[src/rtl/axi4s_pkt_len_check.sv]
// axi4s_pkt_len_check: AXI4-Stream packet-length policer.
// Counts words per packet, truncates packets longer than MAX_WORDS with a
// forced tlast (discarding the rest of the input packet), and raises o_terror
// on the final output word of any short or oversize packet.
// Optional feature: define AXI4S_PKT_LEN_CHECK_STATS_EN to build the
// saturating err_count statistics counter; otherwise err_count reads zero.
module axi4s_pkt_len_check #(
    parameter int DATA_WIDTH = 64,
    parameter int MAX_WORDS  = 1024,
    parameter int MIN_WORDS  = 1,
    parameter int CNT_W      = $clog2(MAX_WORDS + 1)
) (
    input  logic                  clk,
    input  logic                  rst_n,
    input  logic                  clear,
    input  logic [DATA_WIDTH-1:0] i_tdata,
    input  logic                  i_tvalid,
    output logic                  i_tready,
    input  logic                  i_tlast,
    output logic [DATA_WIDTH-1:0] o_tdata,
    output logic                  o_tvalid,
    input  logic                  o_tready,
    output logic                  o_tlast,
    output logic                  o_terror,
    output logic [15:0]           err_count
);

    typedef enum logic {
        ST_PASS  = 1'b0,
        ST_TRUNC = 1'b1
    } state_t;

    // Length limits widened by one bit so cnt+1 never overflows the compare
    localparam logic [CNT_W:0] MIN_LEN = (CNT_W + 1)'(MIN_WORDS);
    localparam logic [CNT_W:0] MAX_LEN = (CNT_W + 1)'(MAX_WORDS);
    localparam logic [CNT_W:0] ONE     = (CNT_W + 1)'(1);

    state_t           state;
    logic [CNT_W-1:0] cnt;
    logic [CNT_W:0]   cnt_inc;
    logic             out_free;
    logic             accept;
    logic             pass_load;
    logic             hit_max;
    logic             too_short;
    logic             err_word;

    // Output register can take a new word when empty or being drained
    assign out_free  = !o_tvalid || o_tready;
    // In TRUNC the discarded tail drains regardless of downstream backpressure
    assign i_tready  = (state == ST_TRUNC) || out_free;
    assign accept    = i_tvalid && i_tready;
    assign pass_load = accept && (state == ST_PASS);
    assign cnt_inc   = {1'b0, cnt} + ONE;
    assign hit_max   = (cnt_inc == MAX_LEN);
    assign too_short = (cnt_inc < MIN_LEN);
    // A real tlast is bad only when short; a non-last word hitting the limit is a forced truncation
    assign err_word  = i_tlast ? too_short : hit_max;

    // Policing FSM, word counter and registered output stage
    always_ff @(posedge clk or negedge rst_n) begin
        if (!rst_n) begin
            state    <= ST_PASS;
            cnt      <= '0;
            o_tdata  <= '0;
            o_tvalid <= 1'b0;
            o_tlast  <= 1'b0;
            o_terror <= 1'b0;
        end else if (clear) begin
            state    <= ST_PASS;
            cnt      <= '0;
            o_tvalid <= 1'b0;
        end else begin
            case (state)
                ST_PASS: begin
                    if (pass_load) begin
                        o_tvalid <= 1'b1;
                        o_tdata  <= i_tdata;
                        o_terror <= err_word;
                        if (i_tlast) begin
                            o_tlast <= 1'b1;
                            cnt     <= '0;
                        end else if (hit_max) begin
                            o_tlast <= 1'b1;
                            cnt     <= '0;
                            state   <= ST_TRUNC;
                        end else begin
                            o_tlast <= 1'b0;
                            cnt     <= cnt_inc[CNT_W-1:0];
                        end
                    end else if (o_tready) begin
                        o_tvalid <= 1'b0;
                    end
                end
                ST_TRUNC: begin
                    if (o_tready) begin
                        o_tvalid <= 1'b0;
                    end
                    if (accept && i_tlast) begin
                        state <= ST_PASS;
                    end
                end
                default: begin
                    state <= ST_PASS;
                    cnt   <= '0;
                end
            endcase
        end
    end

`ifdef AXI4S_PKT_LEN_CHECK_STATS_EN
    logic [15:0] err_cnt_q;

    // Count flagged words as they enter the output register, saturating at all-ones
    always_ff @(posedge clk or negedge rst_n) begin
        if (!rst_n) begin
            err_cnt_q <= '0;
        end else if (clear) begin
            err_cnt_q <= '0;
        end else if (pass_load && err_word && (err_cnt_q != 16'hFFFF)) begin
            err_cnt_q <= err_cnt_q + 16'd1;
        end
    end

    assign err_count = err_cnt_q;
`else
    assign err_count = 16'h0000;
`endif

endmodule

[config.mk]
export PLATFORM = sky130hd
export DESIGN_NAME = axi4s_pkt_len_check
export DESIGN_NICKNAME = d
export VERILOG_FILES = /design/src/rtl/axi4s_pkt_len_check.sv
export SDC_FILE = /design/constraint.sdc
export NUM_CORES = 1
export LEC_CHECK = 0
export BUFFER_PORTS_ARGS = -buffer_cell sky130_fd_sc_hd__buf_2
export CAP_MARGIN = 20
export CORE_MARGIN = 5
export CORE_UTILIZATION = 40
export DETAILED_ROUTE_END_ITERATION = 7
export GPL_TIMING_DRIVEN = 0
export PLACE_DENSITY = 0.7
export SLEW_MARGIN = 20
export SYNTH_ARGS = -nofsm -noshare
export SYNTH_HDL_FRONTEND = slang
export SYNTH_SLANG_ARGS = --single-unit
[constraint.sdc]
create_clock -name clk -period 4.2 [get_ports clk]
set_clock_uncertainty 0.2 [all_clocks]
set_input_delay 0.42 -clock clk [delete_from_list [all_inputs] [get_ports clk]]
set_output_delay 0.42 -clock clk [all_outputs]
set_load 0.05 [all_outputs]
==> reports/results.tsv <==
metric	value	unit
status	completed	
reg2reg start	cnt[2]$_DFFE_PN0P_	
Via Count	3025	
Mapped Avg Cell Area	8.75	sq um
switching power	874	uW
Post-Synthesis Cells	388	
IO Count	154	
clock network power share	0.232	
count of cell types in the netlist	39	
Post-synth ARST share	1.00	
Seq/Total Area, Yosys	0.583	
P per Cell Area	470	nW/um^2
Multi-input gate area	1270	sq um
Seq cells post-synth	79	
post-cts sizing count	0	
top-count cell post-synth	nand2_1	
P_int	1220	uW
leakage power	0.00253	uW
Initial Util	0.411	
antenna violations before repair	0	
pre-CTS setup slack	1770	ps
total power	2100	uW
Comb power frac	0.332	
Synth area leader	dfrtp_1	
Slew HR	0.627	
area grow syn2layout	31.5	%
CTS Buffer Depth	2	
CTS tree	built	
Tcrit/Tclk final	0.584	
HPWL Detailed	6.59	mm
actual slew at the worst max-slew pin	558	ps
Crit Path Max Fanout	10	
routed vias/inst	4.57	
ant diodes	0	
Synth warnings	0	
share of the synthesized area in the top cell type	0.583	
drt initial violations	78	
Post-synth top cells	nand2_1, dfrtp_1, buf_4, clkbuf_1, nor2_1	
Clock Latency Late Sink	340	ps
critical path endpoint category	register	
# rows	33	
Sequential Power Share	0.436	
kind of critical path	register to register	
CP startpoint	cnt[2]$_DFFE_PN0P_	
Remaining DRCs	0	
Main synth FF type	dfrtp_1	
fin crit period	2450	ps
Placer Congestion	0.860	
Hold Startpoint	i_tdata[46]	
first-pass GRT wire length	13.9	mm
final net count	624	
RSZ-0062 raised after global routing	no	
Peak Freq	408	MHz
layout cells sized above 1	0.309	
Post-CTS Setup Repair Bufs	0	
vias in the first global route	2955	
drt wl/cell	13.0	microns
setup violators final	0	
CTS H-tree lvls	3	
clock root cell	clkbuf_8	
data arrival time of the worst path	2460	ps
Sw Ratio	0.417	
synthesized cell area	3390	sq um
Final Hold Viols	0	
die width	102	microns
Die ar.	10400	sq um
Total Neg Setup Slack	0	ps
First-pass DRT Iterations	4	
Detail Route Antenna Nets	0	
clk sinks	79	
FF/Latch Area	1980	sq um
fill cell count	783	
Post-synth EDFFs	0	
max-slew violations	0	
GRT Overall Usage	0.170	
core area	8260	sq um
Worst Hold Class	input port to register	
I/O Buffers	137	
final worst-path setup slack	1750	ps
Worst VDD drop	0.229	mV
synth top area cells	dfrtp_1, nand2_1, buf_4	
largest net degree at the start of global routing	42	
total congestion overflow	0	
clk slew on worst S/H paths	90	ps
CTS buffer count	9	
Worst EP required	4210	ps
Routed WL	8.64	mm
Die H	102	microns
CP Launch Type	register	
maxcap violations	0	
==> final timing paths <==
path | slack, ps | depth (start not counted) | endpoint
worst max register to register | 1750 | 7 | cnt[4]$_DFFE_PN0P_
min in group asynchronous | 410 | 2 | cnt[7]$_DFFE_PN0P_
worst max-delay path | 1750 | 7 | cnt[4]$_DFFE_PN0P_
max in group asynchronous | 2810 | 3 | o_tdata[3]$_DFFE_PN0P_
worst min register to register | 270 | 2 | o_tdata[20]$_DFFE_PN0P_
worst min-delay path | 60 | 3 | o_tdata[46]$_DFFE_PN0P_
==> cell families after synthesis <==
kind of cell | Yosys count | synth area share
DFF | 79 | 0.583
and+or+nand+nor | 237 | 0.282
xor gates and xnor gates | 4 | 0.0103
buffers and inverters | 36 | 0.0583
AOI/OAI and AO/OA | 30 | 0.0623
adders and majority gates | 1 | 0.00369
other | 1 | 0.00111
==> layout make-up <==
cell class / instances / area share
Timing Repair Buffer: 139 / 0.161
Inverter: 2 / 0.00168
Multi-Input combinational cell: 288 / 0.286
Sequential cell: 79 / 0.443
Buffer: 34 / 0.0426
Clock inverter: 5 / 0.00785
Tap cell: 105 / 0.0294
Clock buffer: 10 / 0.0286
==> per-stage QoR <==
stage	utilization	instances	instance area, sq um	hold WS (ps)
after floorplan	-	403	3450	-75.6
after global placement	0.517	645	4270	253
after detailed placement	0.519	646	4290	232
after CTS	0.540	662	4460	42.3
after global routing	0.540	662	4460	43.5
final	0.540	662	4460	60.5
==> registers in the layout (all words and copies together), names as in the netlist <==
| name | flops |
|---|---|
| cnt | 11 |
| o_tdata | 64 |
| o_tvalid | 1 |
| state | 1 |
| o_tlast | 1 |
| o_terror | 1 |
==> placed cells by master, fill, tap and decap left out, types with 3 or more instances in the layout <==
master    instances
dfrtp_1          79
o21ai_1           4
buf_2           138
a31oi_1           3
buf_1             3
buf_4            17
clkbuf_8          9
nand3_1           8
conb_1           16
clkbuf_1         14
o21ai_0           8
nand2_1         202
a211o_1           3
nor2_1            9
nand3b_1          4
and3_1            3
==> worst max-delay path: stages (launching register included) <==
cell and delay [ps]:
dfrtp_1 390, buf_2 180, nand3_1 240, nand3b_1 120
a211o_1 290, a211o_1 350, o21ai_1 440, o21ai_1 130
==> per-layer routing <==
metal | up-vias | wire (microns) | share of wire | global-route usage
li1 | 1526 | - | - | -
met1 | 1375 | 3710 | 0.43 | 0.219
met2 | 116 | 3950 | 0.46 | 0.269
met3 | 8 | 884 | 0.10 | 0.0594
met4 | 0 | 95 | 0.011 | 0.0545
met5 | - | 0 | 0 | 0
==> power groups by stage <==
stage / Combinational [uW] / Clock, uW / Sequential [uW]
CTS: 704 / 507 / 915
detailed placement: 705 / 0 / 926
floorplan: 150 / 0 / 1280
global route: 745 / 540 / 929
global placement: 692 / 0 / 924
finish: 696 / 487 / 914
==> repair_timing <==
| item | in CTS | in global routing |
|---|---|---|
| hold buffers | 1 | 0 |
| endpoints found under the setup margin | 0 | 0 |
| endpoints found under the hold margin | 38 | 0 |
No activity file was read; power rests on OpenSTA's default activity.
